### src/rtl/mempool_pkg.sv
// mempool_pkg: shared TCDM types for the MemPool core-side memory path
// Holds address/data widths, the AMO opcode enum, the reorder id, the
// id-tagged interconnect payload and the reorder-buffer slot record.
package mempool_pkg;
  localparam int unsigned AddrWidth      = 32;
  localparam int unsigned DataWidth      = 32;
  localparam int unsigned BeWidth        = DataWidth / 8;
  localparam int unsigned ReorderIdWidth = 4;
  typedef logic [AddrWidth-1:0]      addr_t;
  typedef logic [DataWidth-1:0]      data_t;
  typedef logic [BeWidth-1:0]        be_t;
  typedef logic [ReorderIdWidth-1:0] reorder_id_t;
  typedef enum logic [3:0] {
    AMONone = 4'h0,
    AMOSwap = 4'h1,
    AMOAdd  = 4'h2,
    AMOAnd  = 4'h3,
    AMOOr   = 4'h4,
    AMOXor  = 4'h5,
    AMOMax  = 4'h6,
    AMOMaxu = 4'h7,
    AMOMin  = 4'h8,
    AMOMinu = 4'h9,
    AMOLR   = 4'hA,
    AMOSC   = 4'hB
  } amo_t;
  typedef struct packed {
    reorder_id_t id;
    amo_t        amo;
    data_t       data;
  } tcdm_payload_t;
  typedef struct packed {
    logic  arrived;
    data_t data;
  } rob_slot_t;
endpackage

### src/rtl/tcdm_rsp_reorder.sv
// tcdm_rsp_reorder: per-core TCDM id tagging and in-order response return
// Ports: clk_i/rst_i (async, active-high); req_* core request in;
// tcdm_req_* tagged request out; tcdm_rsp_* out-of-order responses in
// (never back-pressured); rsp_* in-order responses back to the core.
module tcdm_rsp_reorder
  import mempool_pkg::*;
#(
  parameter int unsigned NumOutstanding = 8,
  parameter int unsigned IdxWidth       = $clog2(NumOutstanding)
) (
  input  logic          clk_i,
  input  logic          rst_i,
  input  logic          req_valid_i,
  output logic          req_ready_o,
  input  addr_t         req_addr_i,
  input  logic          req_wen_i,
  input  be_t           req_be_i,
  input  amo_t          req_amo_i,
  input  data_t         req_data_i,
  output logic          rsp_valid_o,
  input  logic          rsp_ready_i,
  output data_t         rsp_data_o,
  output logic          tcdm_req_valid_o,
  input  logic          tcdm_req_ready_i,
  output addr_t         tcdm_req_addr_o,
  output logic          tcdm_req_wen_o,
  output be_t           tcdm_req_be_o,
  output tcdm_payload_t tcdm_req_payload_o,
  input  logic          tcdm_rsp_valid_i,
  input  tcdm_payload_t tcdm_rsp_payload_i
);
  localparam int unsigned CntWidth = $clog2(NumOutstanding + 1);
  if (NumOutstanding > 2 ** ReorderIdWidth || NumOutstanding < 2 ||
      (NumOutstanding & (NumOutstanding - 1)) != 0) begin : g_bad_param
    $error("tcdm_rsp_reorder: NumOutstanding must be a power of two in [2, 2**ReorderIdWidth]");
  end
  rob_slot_t             slot_q [NumOutstanding];
  logic [IdxWidth-1:0]   head_q, tail_q, rsp_idx, rsp_off;
  logic [CntWidth-1:0]   cnt_q;
  logic                  full, alloc, retire, id_hi_ok, outstanding, capture;
  logic                  unused;
  assign full     = cnt_q == CntWidth'(NumOutstanding);
  assign alloc    = tcdm_req_valid_o & tcdm_req_ready_i;
  assign retire   = rsp_valid_o & rsp_ready_i;
  assign rsp_idx  = tcdm_rsp_payload_i.id[IdxWidth-1:0];
  assign id_hi_ok = (tcdm_rsp_payload_i.id >> IdxWidth) == '0;
  // An id is outstanding when its distance from head lies inside the live window.
  assign rsp_off     = rsp_idx - head_q;
  assign outstanding = CntWidth'(rsp_off) < cnt_q;
  // Illegal responses are dropped so state stays consistent.
  assign capture  = tcdm_rsp_valid_i & id_hi_ok & outstanding & ~slot_q[rsp_idx].arrived;
  assign unused   = ^tcdm_rsp_payload_i.amo;
  assign tcdm_req_valid_o   = req_valid_i & ~full;
  assign req_ready_o        = tcdm_req_ready_i & ~full;
  assign tcdm_req_addr_o    = req_addr_i;
  assign tcdm_req_wen_o     = req_wen_i;
  assign tcdm_req_be_o      = req_be_i;
  assign tcdm_req_payload_o = '{id: reorder_id_t'(tail_q), amo: req_amo_i, data: req_data_i};
  assign rsp_valid_o = slot_q[head_q].arrived;
  assign rsp_data_o  = rsp_valid_o ? slot_q[head_q].data : '0;
  // Retire and capture never target the same slot: retire needs arrived=1, capture arrived=0.
  always_ff @(posedge clk_i or posedge rst_i) begin
    if (rst_i) begin
      head_q <= '0;
      tail_q <= '0;
      cnt_q  <= '0;
      for (int i = 0; i < NumOutstanding; i++) slot_q[i] <= '0;
    end else begin
      if (alloc) tail_q <= tail_q + IdxWidth'(1);
      if (retire) begin
        head_q                 <= head_q + IdxWidth'(1);
        slot_q[head_q].arrived <= 1'b0;
      end
      if (capture) slot_q[rsp_idx] <= '{arrived: 1'b1, data: tcdm_rsp_payload_i.data};
      cnt_q <= cnt_q + CntWidth'(alloc) - CntWidth'(retire);
    end
  end
  a_id_hi : assert property (@(posedge clk_i) disable iff (rst_i)
    tcdm_rsp_valid_i |-> id_hi_ok);
  a_outstanding : assert property (@(posedge clk_i) disable iff (rst_i)
    tcdm_rsp_valid_i |-> outstanding);
  a_dup : assert property (@(posedge clk_i) disable iff (rst_i)
    tcdm_rsp_valid_i |-> !slot_q[rsp_idx].arrived);
endmodule
### config.mk
export PLATFORM = sky130hd
export DESIGN_NAME = tcdm_rsp_reorder
export DESIGN_NICKNAME = d
export VERILOG_FILES = /design/src/rtl/mempool_pkg.sv /design/src/rtl/tcdm_rsp_reorder.sv
export SDC_FILE = /design/constraint.sdc
export NUM_CORES = 1
export LEC_CHECK = 0
export ABC_AREA = 1
export CORE_ASPECT_RATIO = 0.75
export CORE_MARGIN = 2
export CORE_UTILIZATION = 25
export CTS_CLUSTER_SIZE = 12
export DETAILED_ROUTE_END_ITERATION = 12
export PLACE_DENSITY = 0.52
export SYNTH_ARGS = -nofsm -noshare
export SYNTH_HDL_FRONTEND = slang
export SYNTH_SLANG_ARGS = --single-unit
### constraint.sdc
create_clock -name clk_i -period 9.9 [get_ports clk_i]
set_clock_uncertainty 0.05 [all_clocks]
set_input_delay 0.99 -clock clk_i [delete_from_list [all_inputs] [get_ports clk_i]]
set_output_delay 0.99 -clock clk_i [all_outputs]
set_load 0.03 [all_outputs]
Word level (Yosys, flattened, before mapping)
Index checks and enable logic that the tools add are counted.

Add/sub/neg operators: 5. $lt $le $gt $ge: 5. Equal/unequal tests: 1. Mux-type cells: 15. Bitwise gates (word level): 11. Reduce and logical (&&, ||, !) cells: 3.

Operator list (count): bitwise mux 264 bit (2); two-way mux 264 bit (2); binary-select mux 33 bit (select 3 bit) (2); demux 33 bit (select 3 bit) (2); two-way mux 33 bit (6); two-way mux 32 bit (1); >= comparator 4 bit, second input constant (2); < comparator 4 x 1 -> 1 bit, second input constant (2); NOT 3 -> 4 bit (2); bitwise AND 1 bit (7); adder 3 x 1 -> 3 bit, second input constant (2); adder 4 x 1 -> 4 bit (1); equality test 4 bit, second input constant (1); zero test 4 bit (1); < comparator 3 x 4 -> 1 bit (1); subtractor 4 x 1 -> 4 bit (1); subtractor 3 bit (1); logical AND 1 bit (2); NOT 1 bit (2).

Register bits after elaboration: 274. Input bits: 119. Output and inout bits: 112. Word-level logic and storage cells: 59.

Logic depth before layout (Yosys ltp)
Depth after elaboration: 9. Depth in mapped cells: 15. Gate-level depth less buffers: 12.

Least setup slack after synthesis
OpenSTA, ideal clock, no wires.

Kind: input -> register. From: input tcdm_rsp_payload_i[36] in the netlist's numbering. To: register slot_q[116] in the netlist's numbering. Setup time: 0.066 ns. Arrival: 3.227 ns. Required time: 9.784 ns. Path slack: 6.557 ns. Stages: 15. Cells stage by stage: buf_4 inv_4 ha_1 inv_1 fa_1 xor2_1 ha_1 inv_1 nor2_1 a21oi_4 buf_6 buf_4 buf_2 nand4_1 nand2_1.

Word-level cells in the longest chain between the ends: 7. Elaborated cells on any way between the ends: 16.

RTL lines: start, declared (line tcdm_rsp_reorder.sv:30) `input tcdm_payload_t tcdm_rsp_payload_i`; branches (longest 6 deep; another with < comparator 3 x 4 -> 1 bit); two-way mux 264 bit * (line tcdm_rsp_reorder.sv:74) `if (capture) slot_q[rsp_idx] <= '{arrived: 1'b1, data: tcdm_rsp_payload_i.data};`; end signal, assigned by index (line tcdm_rsp_reorder.sv:74); end, declared (line tcdm_rsp_reorder.sv:37) `rob_slot_t slot_q [NumOutstanding];`.

Every way passes the cells marked *. The select of a mux whose other input is x is not followed. A chain may end at the register's enable or synchronous reset.

Worst setup path after layout
From: input tcdm_rsp_payload_i[36] in the netlist's numbering. To: register slot_q[28] in the netlist's numbering.

Same word-level chain as after synthesis.

==> qor.json <==
{
  "pwr": {
    "static-leakage-power_nw": 7.68,
    "ir_drop_uv": 253,
    "report.power.total_mw": 5.67,
    "power-per-cell-area_mw_per_mm2": 350
  },
  "cts": {
    "max-clock-path-buffers": 3,
    "cts_resized": 0,
    "clock_insertion_delay_at_the_later_pin_of_the_skew_report_ns": 0.59,
    "number_of_buffers_inserted_by_post_cts_setup_repair": 0,
    "cts.htree.levels": 1,
    "hold_buffers": 0,
    "cts_tree": "done",
    "clockRootBuffer": "clkbuf_16",
    "cts_made_buffers": 31,
    "cts.sinks": 274,
    "path_clk_slew_ns": 0.06
  },
  "place": {
    "post-place-cells": 2463,
    "place.gp.congestion": 0.757,
    "place_worst_setup_slack_ns": 3.71,
    "post-dp-hpwl_mm": 23.4,
    "placement.cell_area_mm2": 0.0152,
    "place.port_buffers": 79
  },
  "sta": {
    "max_slew_margin_vs_limit": 0.226,
    "number_of_endpoints_failing_setup_at_the_final_stage": 0,
    "unrepaired_setup_endpoints_after_global_routing": "false",
    "final.min_clock_period_ns": 5.62,
    "timing.hold.ws_ns": 0.414,
    "worst-slew-pin-transition_ns": 1.16,
    "finalWorstSetupSlack_ns": 4.28,
    "timing.final.max_slew_violations": 0,
    "timing.fmax_mhz": 178,
    "hold_vio_cnt_final": 0,
    "period_utilisation_layout": 0.568,
    "fin_setup_tns_ns": 0
  },
  "synth": {
    "synth-warning-count": 0,
    "synth_sequential_area_ratio": 0.463,
    "post_synth_num_cell_types": 32,
    "postSynthAreaPerCell_um2": 8.07,
    "syn_area_mm2": 0.0148,
    "synth_commonest_cells": "nand2_1 (566), dfrtp_1 (274), nand4_1 (258), nor2_1 (138), o21ai_0 (131)",
    "yosysTopAreaCellShare": 0.463,
    "synth-edff-count": 0,
    "ys_dominant_reg_cell": "dfrtp_1",
    "synth_top_area_cell": "dfrtp_1",
    "yosysMostFrequentCell": "nand2_1",
    "synth_fp_nets": 1964,
    "ys_seq_elements": 274,
    "synth_top_cells_by_area": "dfrtp_1 (46%), nand2_1 (14%), nand4_1 (11%)",
    "synth_async_sr_flop_share": 1.00,
    "syn-instance-count": 1833
  },
  "floorplan": {
    "ios": 231,
    "dieArea_mm2": 0.0612,
    "die-height_um": 215,
    "start_util": 0.252,
    "dieWidth_um": 285,
    "core_region_area_mm2": 0.0588,
    "floorplan.rows": 77
  },
  "routing": {
    "drc": 0,
    "drtIter0Drc": 1494,
    "detailroute.via_count": 12665,
    "firstDrtPassIters": 5,
    "vias_per_cell": 5.02,
    "drt-wirelength-per-cell_um": 19.0,
    "detail_route.wirelength_mm": 47.9,
    "detail-route-antenna-nets": 0
  },
  "global_route": {
    "grt_first_pass_wirelength_mm": 74.1,
    "grt-ovfl-total": 0,
    "grt_max_degree": 187,
    "gr-usage-all-layers": 0.153,
    "antenna_found_initial": 6,
    "first_global_vias": 12149
  },
  "setup_path": {
    "critical_path_required_ns": 10.31,
    "setup.worst_path.end_class": "flip-flop",
    "critPathLaunchType": "primary input",
    "worstSetupPathType": "in2reg",
    "critical_path.max_fanout": 95,
    "worstPathArrival_ns": 6.04
  },
  "finish": {
    "design_area_mm2": 0.0162,
    "num-nets-final": 1837,
    "areaGrowthSynthToFinish_pct": 9.60,
    "nFillCells": 6322,
    "fin_util": 0.276,
    "final-instance-count-excl-fill": 2522,
    "post_route_cells_drive_above_1_share": 0.0572
  },
  "status": {
    "status": "finished, final reports clean"
  },
  "min_path": {
    "hold_class": "reg2reg"
  },
  "job": {
    "cap_violations": 0
  }
}
## path summary, 6_finish.rpt
path,startpoint,to,slack [ns],cells past startpoint
worst min register to register,slot_q[54]$_DFFE_PP0P_,slot_q[54]$_DFFE_PP0P_,0.41,2
min in group asynchronous,rst_i,slot_q[8]$_DFFE_PP0P_,0.82,2
worst min-delay path,slot_q[54]$_DFFE_PP0P_,slot_q[54]$_DFFE_PP0P_,0.41,2
worst max-delay path,tcdm_rsp_payload_i[36],slot_q[28]$_DFFE_PP0P_,4.28,15
worst max register to register,head_q[0]$_DFFE_PP0N_,slot_q[28]$_DFFE_PP0P_,4.46,13
max in group asynchronous,rst_i,slot_q[90]$_DFFE_PP0P_,7.46,3
## cell families after synthesis
logic type      synth area share
simple gates               0.312
buf+inv                    0.119
flops                      0.463
compound gates            0.0906
fa+ha+maj                 0.0112
xor+xnor                 0.00414
other cells             0.000253
## report_power, final
group	total [mW]	internal, mW	switching [mW]
Clock	1.16	0.677	0.482
Combinational	2.56	0.770	1.79
Sequential	1.95	1.63	0.320
Total	5.67	3.07	2.60
## registers in the layout, summed over array words and instances, names as in the netlist
register  count
cnt_q         4
head_q        3
slot_q      264
tail_q        3
## area by class of cell
type	instances	area (um^2)	share of cell area
sequential	274	6860	0.423
multi-input combinational	1251	6180	0.381
tap	790	988	0.0609
timing repair buffer	100	961	0.0592
clock buffer	49	943	0.0582
inverter	48	195	0.0120
clock inverter	8	80.1	0.00494
antenna	2	5.00	0.000309
## critical path, stage by stage
cell and delay, ns:
clkdlybuf4s50_1 0.65, inv_4 0.21, ha_1 0.16, inv_1 0.05, fa_1 0.37, xor2_1 0.18, ha_1 0.28, inv_1 0.06
nor2_1 0.06, a21oi_4 0.13, buf_4 0.61, buf_4 0.91, nand4_4 0.91, nand2_1 0.28, nand2_1 0.08
## layer usage
metal  GRT usage  vias to the layer above  share of wire
met4      0.0419                       10          0.027
met5           0                        -         0.0013
met2       0.248                      459           0.47
met3      0.0294                       86          0.067
met1       0.207                     6248           0.44
li1            -                     5862              -
## layout by cell type, fill, tap and decap left out, types with 2 or more instances in the layout
cell             instances
dfrtp_1                273
nand2_1                566
o21a_1                  32
inv_2                    3
nor2_2                   5
xnor2_1                  4
clkbuf_1                 8
a31oi_1                  2
diode_2                  2
inv_1                   41
clkinv_2                 6
nand3_1                 16
o22ai_1                 64
a21oi_1                  3
clkbuf_8                10
nor2_4                   2
o21ai_0                131
ha_1                    10
xor2_1                   3
nand3_2                  2
buf_4                   20
nand4_4                  8
nand4_1                258
clkbuf_16               31
nand2_2                  2
fa_1                     2
clkdlybuf4s50_1         79
inv_4                    3
nor2_1                 137
Power figures use the tool's default switching activity.
